[src/rtl/dramctl_multi_if.sv]
// Bus bundle between the 68030 side (decoder, CPU strobes) and the DRAM controller,
// including the SIMM-facing strobes and the DSACK/BERR returns.
interface dramctl_multi_if #(
    parameter int ADDR_WIDTH = 28,
    parameter int MA_BITS    = 12,
    parameter int NUM_SIMMS  = 2
);
    logic                   nCS;
    logic                   RnW;
    logic                   nAS;
    logic                   SIZ0;
    logic                   SIZ1;
    logic [ADDR_WIDTH-1:0]  ADDR;
    logic                   DRAM_nWR;
    logic [MA_BITS-1:0]     DRAM_ADDR;
    logic [4*NUM_SIMMS-1:0] DRAM_nRAS;
    logic [3:0]             DRAM_nCAS;
    logic                   DSACK0;
    logic                   DSACK1;
    logic                   BERR;

    modport master (
        output nCS, RnW, nAS, SIZ0, SIZ1, ADDR,
        input  DRAM_nWR, DRAM_ADDR, DRAM_nRAS, DRAM_nCAS, DSACK0, DSACK1, BERR
    );

    modport slave (
        input  nCS, RnW, nAS, SIZ0, SIZ1, ADDR,
        output DRAM_nWR, DRAM_ADDR, DRAM_nRAS, DRAM_nCAS, DSACK0, DSACK1, BERR
    );
endinterface

[src/rtl/dramctl_multi.sv]
// FPM/EDO DRAM controller for the 68030: 1..4 SIMMs, one or two sides each,
// queued CAS-before-RAS refresh, CAS wait states, multi-cycle precharge and
// bus error for accesses beyond populated memory. All DRAM strobes are registered.
//
// state     | meaning
// ----------+-----------------------------------------------------------
// IDLE      | waiting for refresh demand or a fresh nAS/nCS access
// RW1       | drive row address
// RW2       | assert the two nRAS lines of the selected SIMM side
// RW3       | drive column address, nWR follows RnW
// RW4       | assert byte-lane nCAS
// CASWAIT   | hold CAS for CAS_WAIT extra clocks
// RW5       | DSACK asserted until nAS returns high
// REFRESH1  | nCAS all low (CAS-before-RAS)
// REFRESH2  | nRAS all low
// REFRESH3  | nCAS all high
// REFRESH4  | nRAS all high
// ERR       | BERR asserted until nAS returns high
// PRECHARGE | strobes idle for PRECHARGE_CYCLES clocks
module dramctl_multi #(
    parameter int ADDR_WIDTH       = 28,
    parameter int MA_BITS          = 12,
    parameter int NUM_SIMMS        = 2,
    parameter int SIDES            = 2,
    parameter int REFRESH_CNT      = 375,
    parameter int CAS_WAIT         = 0,
    parameter int PRECHARGE_CYCLES = 1
) (
    input  logic           CLK,
    input  logic           nRST,
    dramctl_multi_if.slave bus
);
    localparam int BANK_LSB = 2 + 2 * MA_BITS;
    localparam int BANK_W   = ADDR_WIDTH - BANK_LSB;
    localparam int NR       = 4 * NUM_SIMMS;
    localparam int RC_W     = $clog2(REFRESH_CNT + 1);

    localparam logic [BANK_W+3:0] NBANKS  = (BANK_W + 4)'(NUM_SIMMS * SIDES);
    localparam logic [RC_W-1:0]   RC_LAST = RC_W'(REFRESH_CNT - 1);
    localparam logic [1:0]        CW_LAST = 2'(CAS_WAIT - 1);
    localparam logic [1:0]        PC_LAST = 2'(PRECHARGE_CYCLES - 1);

    localparam logic [3:0] S_IDLE    = 4'd0;
    localparam logic [3:0] S_RW1     = 4'd1;
    localparam logic [3:0] S_RW2     = 4'd2;
    localparam logic [3:0] S_RW3     = 4'd3;
    localparam logic [3:0] S_RW4     = 4'd4;
    localparam logic [3:0] S_CASWAIT = 4'd5;
    localparam logic [3:0] S_RW5     = 4'd6;
    localparam logic [3:0] S_REF1    = 4'd7;
    localparam logic [3:0] S_REF2    = 4'd8;
    localparam logic [3:0] S_REF3    = 4'd9;
    localparam logic [3:0] S_REF4    = 4'd10;
    localparam logic [3:0] S_ERR     = 4'd11;
    localparam logic [3:0] S_PRE     = 4'd12;

    logic [3:0]         state_q, state_d;
    logic [RC_W-1:0]    ref_cnt_q, ref_cnt_d;
    logic [1:0]         pending_q, pending_d;
    logic               as_used_q, as_used_d;
    logic [1:0]         wait_cnt_q, wait_cnt_d;
    logic [1:0]         pre_cnt_q, pre_cnt_d;
    logic [MA_BITS-1:0] row_q, row_d, col_q, col_d;
    logic [3:0]         en_q, en_d;
    logic               rnw_q, rnw_d;
    logic [NR-1:0]      ras_sel_q, ras_sel_d;
    logic               nwr_q, nwr_d;
    logic [MA_BITS-1:0] addr_q, addr_d;
    logic [NR-1:0]      nras_q, nras_d;
    logic [3:0]         ncas_q, ncas_d;
    logic               dsack_q, dsack_d;
    logic               berr_q, berr_d;

    logic [BANK_W-1:0]  bank, simm;
    logic               side, in_range, start_req, ref_wrap, ref_take;
    logic [BANK_W+1:0]  ras_shift;
    logic [3:0]         lane_en;

    // Decode the CPU address into bank/SIMM/side and qualify a new access.
    always_comb begin
        bank = bus.ADDR[ADDR_WIDTH-1:BANK_LSB];
        if (SIDES == 2) begin
            simm = bank >> 1;
            side = bank[0];
        end else begin
            simm = bank;
            side = 1'b0;
        end
        ras_shift = {simm, 2'b00} | {{(BANK_W + 1){1'b0}}, side};
        in_range  = ((BANK_W + 4)'(bank) < NBANKS);
        start_req = !bus.nCS && !bus.nAS && !as_used_q;
        ref_wrap  = (ref_cnt_q == RC_LAST);
    end

    // Byte lanes for a 32-bit port; reads always fetch the whole longword.
    always_comb begin
        lane_en = 4'b1111;
        if (!bus.RnW) begin
            case ({bus.SIZ1, bus.SIZ0, bus.ADDR[1:0]})
                4'b0000: lane_en = 4'b1111;
                4'b0001: lane_en = 4'b0111;
                4'b0010: lane_en = 4'b0011;
                4'b0011: lane_en = 4'b0001;
                4'b0100: lane_en = 4'b1000;
                4'b0101: lane_en = 4'b0100;
                4'b0110: lane_en = 4'b0010;
                4'b0111: lane_en = 4'b0001;
                4'b1000: lane_en = 4'b1100;
                4'b1001: lane_en = 4'b0110;
                4'b1010: lane_en = 4'b0011;
                4'b1011: lane_en = 4'b0001;
                4'b1100: lane_en = 4'b1110;
                4'b1101: lane_en = 4'b0111;
                4'b1110: lane_en = 4'b0011;
                4'b1111: lane_en = 4'b0001;
            endcase
        end
    end

    // Refresh interval timer and saturating count of owed refreshes.
    always_comb begin
        ref_cnt_d = ref_wrap ? '0 : ref_cnt_q + RC_W'(1);
        pending_d = pending_q;
        if (ref_wrap && !ref_take) begin
            if (pending_q != 2'd3) pending_d = pending_q + 2'd1;
        end else if (!ref_wrap && ref_take) begin
            pending_d = pending_q - 2'd1;
        end
    end

    // Sequencer: next state and next values of all registered strobes.
    always_comb begin
        state_d    = state_q;
        as_used_d  = as_used_q;
        wait_cnt_d = '0;
        pre_cnt_d  = '0;
        row_d      = row_q;
        col_d      = col_q;
        en_d       = en_q;
        rnw_d      = rnw_q;
        ras_sel_d  = ras_sel_q;
        nwr_d      = nwr_q;
        addr_d     = addr_q;
        nras_d     = nras_q;
        ncas_d     = ncas_q;
        dsack_d    = dsack_q;
        berr_d     = berr_q;
        ref_take   = 1'b0;

        // A completed cycle must see nAS rise before another access may start.
        if (bus.nAS) as_used_d = 1'b0;

        case (state_q)
            S_IDLE: begin
                if (pending_q != 2'd0) begin
                    state_d  = S_REF1;
                    ref_take = 1'b1;
                end else if (start_req) begin
                    as_used_d = 1'b1;
                    if (in_range) begin
                        state_d   = S_RW1;
                        row_d     = bus.ADDR[MA_BITS+1:2];
                        col_d     = bus.ADDR[2*MA_BITS+1:MA_BITS+2];
                        en_d      = lane_en;
                        rnw_d     = bus.RnW;
                        ras_sel_d = NR'(3'b101) << ras_shift;
                    end else begin
                        state_d = S_ERR;
                    end
                end
            end
            S_RW1: begin
                if (bus.nAS) state_d = S_PRE;
                else begin
                    addr_d  = row_q;
                    state_d = S_RW2;
                end
            end
            S_RW2: begin
                if (bus.nAS) state_d = S_PRE;
                else begin
                    nras_d  = ~ras_sel_q;
                    state_d = S_RW3;
                end
            end
            S_RW3: begin
                if (bus.nAS) state_d = S_PRE;
                else begin
                    addr_d  = col_q;
                    nwr_d   = rnw_q;
                    state_d = S_RW4;
                end
            end
            S_RW4: begin
                if (bus.nAS) state_d = S_PRE;
                else begin
                    ncas_d  = ~en_q;
                    state_d = (CAS_WAIT == 0) ? S_RW5 : S_CASWAIT;
                end
            end
            S_CASWAIT: begin
                if (bus.nAS) state_d = S_PRE;
                else if (wait_cnt_q == CW_LAST) state_d = S_RW5;
                else wait_cnt_d = wait_cnt_q + 2'd1;
            end
            S_RW5: begin
                dsack_d = 1'b1;
                if (bus.nAS) state_d = S_PRE;
            end
            S_REF1: begin
                nwr_d   = 1'b1;
                ncas_d  = 4'b0000;
                state_d = S_REF2;
            end
            S_REF2: begin
                nras_d  = '0;
                state_d = S_REF3;
            end
            S_REF3: begin
                ncas_d  = 4'b1111;
                state_d = S_REF4;
            end
            S_REF4: begin
                nras_d  = '1;
                state_d = S_PRE;
            end
            S_ERR: begin
                if (bus.nAS) begin
                    berr_d  = 1'b0;
                    state_d = S_IDLE;
                end else begin
                    berr_d = 1'b1;
                end
            end
            S_PRE: begin
                nras_d  = '1;
                ncas_d  = 4'b1111;
                nwr_d   = 1'b1;
                addr_d  = '0;
                dsack_d = 1'b0;
                if (pre_cnt_q == PC_LAST) state_d = S_IDLE;
                else pre_cnt_d = pre_cnt_q + 2'd1;
            end
            default: state_d = S_IDLE;
        endcase
    end

    // State and output registers; reset parks every strobe inactive.
    always_ff @(posedge CLK or negedge nRST) begin
        if (!nRST) begin
            state_q    <= S_IDLE;
            ref_cnt_q  <= '0;
            pending_q  <= 2'd0;
            as_used_q  <= 1'b0;
            wait_cnt_q <= 2'd0;
            pre_cnt_q  <= 2'd0;
            row_q      <= '0;
            col_q      <= '0;
            en_q       <= 4'b0000;
            rnw_q      <= 1'b1;
            ras_sel_q  <= '0;
            nwr_q      <= 1'b1;
            addr_q     <= '0;
            nras_q     <= '1;
            ncas_q     <= 4'b1111;
            dsack_q    <= 1'b0;
            berr_q     <= 1'b0;
        end else begin
            state_q    <= state_d;
            ref_cnt_q  <= ref_cnt_d;
            pending_q  <= pending_d;
            as_used_q  <= as_used_d;
            wait_cnt_q <= wait_cnt_d;
            pre_cnt_q  <= pre_cnt_d;
            row_q      <= row_d;
            col_q      <= col_d;
            en_q       <= en_d;
            rnw_q      <= rnw_d;
            ras_sel_q  <= ras_sel_d;
            nwr_q      <= nwr_d;
            addr_q     <= addr_d;
            nras_q     <= nras_d;
            ncas_q     <= ncas_d;
            dsack_q    <= dsack_d;
            berr_q     <= berr_d;
        end
    end

    assign bus.DRAM_nWR  = nwr_q;
    assign bus.DRAM_ADDR = addr_q;
    assign bus.DRAM_nRAS = nras_q;
    assign bus.DRAM_nCAS = ncas_q;
    assign bus.DSACK0    = dsack_q;
    assign bus.DSACK1    = dsack_q;
    assign bus.BERR      = berr_q;
endmodule

[src/flat_wrapper.sv]
// flat-port wrapper written by rule: the top's interface ports become plain ports
module dramctl_multi_flat 
#(
    parameter int ADDR_WIDTH       = 28,
    parameter int MA_BITS          = 12,
    parameter int NUM_SIMMS        = 2,
    parameter int SIDES            = 2,
    parameter int REFRESH_CNT      = 375,
    parameter int CAS_WAIT         = 0,
    parameter int PRECHARGE_CYCLES = 1
)
  (CLK, nRST, bus_nCS, bus_RnW, bus_nAS, bus_SIZ0, bus_SIZ1, bus_ADDR, bus_DRAM_nWR, bus_DRAM_ADDR, bus_DRAM_nRAS, bus_DRAM_nCAS, bus_DSACK0, bus_DSACK1, bus_BERR);
  dramctl_multi_if #(.ADDR_WIDTH(ADDR_WIDTH), .MA_BITS(MA_BITS), .NUM_SIMMS(NUM_SIMMS)) bus_i ();
  input  logic CLK;
  input  logic nRST;
  input wire logic [$bits(bus_i.nCS)-1:0] bus_nCS;
  input wire logic [$bits(bus_i.RnW)-1:0] bus_RnW;
  input wire logic [$bits(bus_i.nAS)-1:0] bus_nAS;
  input wire logic [$bits(bus_i.SIZ0)-1:0] bus_SIZ0;
  input wire logic [$bits(bus_i.SIZ1)-1:0] bus_SIZ1;
  input wire logic [$bits(bus_i.ADDR)-1:0] bus_ADDR;
  output wire logic [$bits(bus_i.DRAM_nWR)-1:0] bus_DRAM_nWR;
  output wire logic [$bits(bus_i.DRAM_ADDR)-1:0] bus_DRAM_ADDR;
  output wire logic [$bits(bus_i.DRAM_nRAS)-1:0] bus_DRAM_nRAS;
  output wire logic [$bits(bus_i.DRAM_nCAS)-1:0] bus_DRAM_nCAS;
  output wire logic [$bits(bus_i.DSACK0)-1:0] bus_DSACK0;
  output wire logic [$bits(bus_i.DSACK1)-1:0] bus_DSACK1;
  output wire logic [$bits(bus_i.BERR)-1:0] bus_BERR;
  assign bus_i.nCS = bus_nCS;
  assign bus_i.RnW = bus_RnW;
  assign bus_i.nAS = bus_nAS;
  assign bus_i.SIZ0 = bus_SIZ0;
  assign bus_i.SIZ1 = bus_SIZ1;
  assign bus_i.ADDR = bus_ADDR;
  assign bus_DRAM_nWR = bus_i.DRAM_nWR;
  assign bus_DRAM_ADDR = bus_i.DRAM_ADDR;
  assign bus_DRAM_nRAS = bus_i.DRAM_nRAS;
  assign bus_DRAM_nCAS = bus_i.DRAM_nCAS;
  assign bus_DSACK0 = bus_i.DSACK0;
  assign bus_DSACK1 = bus_i.DSACK1;
  assign bus_BERR = bus_i.BERR;
  dramctl_multi #(.ADDR_WIDTH(ADDR_WIDTH), .MA_BITS(MA_BITS), .NUM_SIMMS(NUM_SIMMS), .SIDES(SIDES), .REFRESH_CNT(REFRESH_CNT), .CAS_WAIT(CAS_WAIT), .PRECHARGE_CYCLES(PRECHARGE_CYCLES)) u_core (.CLK(CLK), .nRST(nRST), .bus(bus_i));
endmodule
[config.mk]
export PLATFORM = sky130hd
export DESIGN_NAME = dramctl_multi_flat
export DESIGN_NICKNAME = d
export VERILOG_FILES = /design/src/rtl/dramctl_multi_if.sv /design/src/rtl/dramctl_multi.sv /design/src/flat_wrapper.sv
export SDC_FILE = /design/constraint.sdc
export NUM_CORES = 1
export LEC_CHECK = 0
export CAP_MARGIN = 20
export CELL_PAD_IN_SITES_DETAIL_PLACEMENT = 1
export CELL_PAD_IN_SITES_GLOBAL_PLACEMENT = 1
export CORE_AREA = 2 2 147 92
export CTS_CLUSTER_DIAMETER = 120
export CTS_CLUSTER_SIZE = 40
export DETAILED_ROUTE_END_ITERATION = 6
export DIE_AREA = 0 0 149 94
export HOLD_SLACK_MARGIN = 0.15
export PLACE_DENSITY_LB_ADDON = 0.1
export REMOVE_ABC_BUFFERS = 1
export SYNTH_ARGS = -nofsm -noshare
export SYNTH_HDL_FRONTEND = slang
export SYNTH_SLANG_ARGS = --single-unit
[constraint.sdc]
create_clock -name CLK -period 1.75 [get_ports CLK]
set_input_delay 0.175 -clock CLK [delete_from_list [all_inputs] [get_ports CLK]]
set_output_delay 0.175 -clock CLK [all_outputs]
set_load 0.005 [all_outputs]
=== Word level (Yosys, flattened, before mapping) ===
Memory sizes are Yosys's and may differ from the RTL's.
Index checks and enable logic that the tools add are counted.

* Logic and storage cells: 120
* Flip-flop bits (word level): 84
* Memories: 1
* Input port bits: 35
* Output and inout bits: 28
* Memory bits (read-only): 64

{| class="wikitable"
|+ Memory list
! name !! words !! bits a word !! read ports !! clocked after memory_dff !! write ports !! RTL line !! source
|-
| (name not given) || 16 || 4 || 1 || 0 || 0 || dramctl_multi.sv:99 || <nowiki>case ({bus.SIZ1, bus.SIZ0, bus.ADDR[1:0]})</nowiki>
|}

* Eq/ne operators: 25
* Reductions and logical operators: 28
* $add $sub $neg: 5
* Shift-type cells: 1
* Muxes and demuxes: 39
* Bitwise gates (word level): 4

{| class="wikitable"
|+ Operators by type and width
! kind !! number
|-
| $mux 4 || 13
|-
| $pmux 4 s13 || 1
|-
| $pmux 12 s3 || 1
|-
| $mux 12 || 2
|-
| $pmux 8 s3 || 1
|-
| $eq 4x4->1 const B || 5
|-
| $eq 4x3->1 const B || 4
|-
| $mux 2 || 8
|-
| $ne 2x2->1 const B || 8
|-
| $pmux 4 s3 || 1
|-
| $add 9x1->9 const B || 1
|-
| $eq 9x9->1 const B || 1
|-
| $mux 9 || 1
|-
| $reduce_bool 3->1 || 3
|-
| $eq 4x2->1 const B || 2
|-
| $mux 1 || 8
|-
| $mux 8 || 1
|-
| $not 8->8 || 1
|-
| $reduce_and 2->1 || 4
|-
| $reduce_bool 2->1 || 4
|-
| $shl 3x4->8 const A || 1
|-
| $add 2x1->2 const B || 3
|-
| $reduce_and 3->1 || 2
|-
| $reduce_or 2->1 || 3
|-
| 15 further kinds || 23
|}

=== Depth between registers and ports, before layout ===
Gate-level depths: netlist (run 1).

* Depth after elaboration: 7
* Gate-level depth with buffers: 8
* Depth with buffers taken out: 7

=== Worst setup path after synthesis (run 1) ===
OpenSTA, ideal clock, no wires.

* Path type: register to register
* Start: reg u_core.state_q[1]
* End: reg u_core.state_q[0]
* Period minus slack after synthesis: 1,677 ps
* Setup slack: 73 ps
* Cell stages (with the launch flop): 7
* Setup time: 125 ps
* Arrival: 1,552 ps
* Path buffers: 1
* Data required time: 1,625 ps
* Cell sequence: dfrtp_1 buf_4 nor2b_1 a21boi_2 a21o_2 nor3_2 mux2_4

* Word-level cells in the longest chain between the ends: 3
* Elaborated cells on any way between the ends: 20
* Classes of those cells: eq/ne: 17; mux: 1; reduce/logical: 2

{| class="wikitable"
|+ RTL lines
! element !! RTL line !! source
|-
| from (decl) || dramctl_multi.sv:57 || <nowiki>logic [3:0] state_q, state_d;</nowiki>
|-
| from (signal assigned) || dramctl_multi.sv:269 || <nowiki>state_q <= state_d;</nowiki>
|-
| $eq 4x3->1 (tied with other cells) || dramctl_multi.sv:153 || <nowiki>case (state_q)</nowiki>
|-
| $ne 3x2->1 (no line) (tied with other cells) || n/a ||
|-
| $reduce_and 5->1 (no line) || n/a ||
|}

Several ways; a longest one is shown, not always the timed one.
A chain may end at the register's enable or synchronous reset.

=== Final worst setup path (run 1) ===
Ends and elaborated chain as after synthesis.

==> impl_metrics.ini, run 1 <==
[final_layout]
utilization = 0.421
stdcell_area_sq_mm = 0.00529
final_layout_size_suffix_gt1_frac = 0.241
fillCellCount = 1358
antenna_cells = 0
areaGrowthSynthToFinish_pct = 41.9
fin_nets = 496

[power_and_ir_drop]
power_density_mw_per_mm2 = 1540
peakVddDrop_uv = 527
clkPwrFrac = 0.245
power.leakage_nw = 2.32
p_seq_frac = 0.347
netSwitchingFraction = 0.324
combPwrFrac = 0.408
intPower_w = 0.00550
p_sw_w = 0.00264

[placement]
routabilityCongestion = 0.870
portBuffers = 62
place_hpwl_mm = 7.01
post-place-ws_ps = -106
dpl_cell_area_sq_mm = 0.00485

[critical_path]
path_delay_family = flip-flops
cp.buffers_inverters = 1
max_stage_delay_ps = 430
critPathKind = register to register
start_kind = register
path_cells = buf_4, nor2b_1, a21boi_2, a21o_2, nor3_2, mux2_4
worstPathArrival_ps = 1990
critical-path-slowest-cell = dfrtp_2
endpoint_kind = register
required_ps = 1980
cp_max_fo = 7

[global_route]
grt_pass1_wl_mm = 16.0
antenna_found_initial = 0
grt_pass1_vias = 3063
overflow = 0
grt_max_degree = 36
grt.total_usage = 0.150

[job]
maxCapViolCount = 0

[synthesis]
async_flop_share = 1.00
yosysSeqAreaShare = 0.513
synth_area_sq_mm = 0.00373
ys_types = 53
yosysWarnings = 0
syn-instance-count = 349
synth_edf_count = 0
syn_area_per_cell_sq_um = 10.7
ys_seq_elements = 76
ys.flop_type = dfrtp_1

[outcome]
violations = negative setup slack
outcome = finished with violations

[sta]
slew_headroom = 0.569
setup_viol_count_final = 1
timing.fmax_mhz = 567
hold_viol = 0
period_share = 1.01
maxSlewViolCount = 0
worstMarginPinSlew_ps = 646
min_period_ps = 1760
timing.final.ws_setup_ps = -14.2
skew_ps = 7.83
rsz0062_at_grt = yes

[detailed_routing]
vias = 2922
remaining_drc_errors = 0
dr.first_iter.drc_count = 86
wl_mm = 9.60
ant_nets = 0
routed_via_density = 4.66
avgRoutedWirePerCell_um = 15.3
drtPass1Iterations = 4

[die]
start_util = 0.297
die_y_um = 94
die_w_um = 149
rows = 32
core_sq_mm = 0.0126
dieArea_sq_mm = 0.0140
io_pins = 63

[cts]
clkLatencyLatePin_ps = 340
cts_buffer_depth = 2
cts_buffers = 9
clk_pin_slew_ps = 60
cts_tree = built
cts_max_level = 3
root_buffer = clkbuf_16
numClockSinks = 76

[hold_path]
holdCritPathClass = input port to async pin
cell usage in the layout (no fill, tap or decap), drive strengths merged, types with 2 or more instances in the layout:
| cell | n |
|---|---|
| o21ai | 36 |
| a2bb2oi | 2 |
| a21oi | 11 |
| nor3 | 11 |
| clkdlybuf4s50 | 61 |
| inv | 14 |
| buf | 55 |
| a21o | 2 |
| clkbuf | 9 |
| nand2 | 30 |
| or2b | 2 |
| dfrtp | 66 |
| ha | 9 |
| xor2 | 4 |
| nand3b | 3 |
| xnor2 | 3 |
| mux2 | 30 |
| nand3 | 5 |
| o211ai | 7 |
| nor4 | 6 |
| o21a | 7 |
| a211oi | 2 |
| nor2b | 2 |
| nand2b | 6 |
| dfstp | 10 |
| and2 | 2 |
| nor2 | 28 |
| a22oi | 13 |
| o31ai | 5 |
power by group through the flow:
stage	Sequential [W]	Clock, W	Combinational (W)
2_1_floorplan	0.00294	0	0.00136
3_3_place_gp	0.00284	0	0.00309
3_5_place_dp	0.00286	0	0.00314
4_1_cts	0.00283	0.00205	0.00317
5_1_grt	0.00293	0.00211	0.00367
6_report	0.00283	0.00199	0.00332
Yosys cell counts (all sizes together), types with 2 or more instances:
library cell	count	area share
a211oi	2	0.0040
a21o	2	0.0044
a21oi	11	0.015
a22oi	13	0.026
a2bb2oi	2	0.0047
and2	2	0.0034
buf	20	0.032
clkbuf	5	0.0050
dfrtp	66	0.44
dfstp	10	0.070
ha	9	0.030
inv	9	0.0091
mux2	30	0.092
nand2	30	0.030
nand2b	6	0.010
nand3	5	0.0081
nand3b	3	0.0060
nor2	28	0.028
nor2b	2	0.0034
nor3	11	0.022
nor4	6	0.016
o211ai	7	0.014
o21a	7	0.014
o21ai	36	0.048
o31ai	5	0.010
or2b	2	0.0050
xnor2	3	0.0070
xor2	4	0.0094
final timing paths:
check                                                from                                  end  slack [ps]  cells after the start
setup / recovery            u_core.state_q[1]$_DFFE_PN0P_        u_core.state_q[0]$_DFFE_PN0P_         -10                      6
hold / removal                                       nRST          u_core.col_q[9]$_DFFE_PN0P_         340                      2
max in group asynchronous                            nRST  u_core.bus.DRAM_nRAS[2]$_DFFE_PN1P_         830                      3
min in group CLK                             bus_ADDR[10]          u_core.row_q[8]$_DFFE_PN0P_         420                      2
hold reg to reg            u_core.wait_cnt_q[0]$_DFF_PN0_       u_core.wait_cnt_q[0]$_DFF_PN0_         460                      1
setup reg to reg            u_core.state_q[1]$_DFFE_PN0P_        u_core.state_q[0]$_DFFE_PN0P_         -10                      6
sequential cells by signal, indices dropped and copies added (netlist names), 9 cells and up:
register,flops
u_core.ref_cnt_q,9
u_core.row_q,12
u_core.col_q,12
u_core.bus.DRAM_ADDR,12
routing by layer:
layer / GRT usage / wire (um) / up-vias
li1: - / - / 1438
met2: 0.224 / 4010 / 59
met5: 0 / 0 / -
met1: 0.209 / 4970 / 1414
met4: 0.0500 / 142 / 0
met3: 0.0422 / 477 / 11
layout make-up:
type | count | area [sq um] | share of cell area
multi-input combinational | 239 | 1690 | 0.319
timing repair buffer | 117 | 1130 | 0.213
sequential | 76 | 1920 | 0.362
clock inverter | 7 | 90.1 | 0.0170
clock buffer | 9 | 225 | 0.0426
tap | 170 | 213 | 0.0402
inverter | 9 | 33.8 | 0.00638
stage by stage:
stage / TNS, ps / std cells / hold WS (ps) / power [W]
2_1_floorplan: -19380 / 324 / -121 / 0.00429
5_1_grt: -1530 / 627 / 389 / 0.00870
3_3_place_gp: -707 / 604 / 187 / 0.00593
4_1_cts: -359 / 622 / 353 / 0.00805
3_5_place_dp: -2150 / 604 / 189 / 0.00600
6_report: -14.2 / 627 / 336 / 0.00814
logic make-up (layout without fill, tap and decap cells):
group | Yosys count | count (layout) | synth area share
AOI/OAI and AO/OA | 92 | 92 | 0.158
and+or+nand+nor | 100 | 100 | 0.142
buffers and inverters | 34 | 142 | 0.0460
xor gates and xnor gates | 7 | 7 | 0.0164
muxes | 31 | 31 | 0.0943
DFF | 76 | 76 | 0.513
adders and majority gates | 9 | 9 | 0.0302
timing repair:
item                                   in CTS  in global routing
setup buffers                               1                  5
setup endpoints to repair                  43                 45
gates cloned                                0                  0
pin swaps                                   1                  3
resized for setup                           2                 19
endpoints found under the hold margin      30                  0
hold buffers                                1                  0
No activity file was read; power rests on OpenSTA's default activity.
==> inputs of run 2 (changes only) <==
--- a/config.mk
+++ b/config.mk
@@ -10,7 +10,7 @@
 export CELL_PAD_IN_SITES_GLOBAL_PLACEMENT = 1
 export CORE_AREA = 2 2 147 92
 export CTS_CLUSTER_DIAMETER = 120
-export CTS_CLUSTER_SIZE = 40
+export CTS_CLUSTER_SIZE = 20
 export DETAILED_ROUTE_END_ITERATION = 6
 export DIE_AREA = 0 0 149 94
 export HOLD_SLACK_MARGIN = 0.15
==> results of run 2 <==
The final DEF is identical to that of run 1; final timing and power are the same.
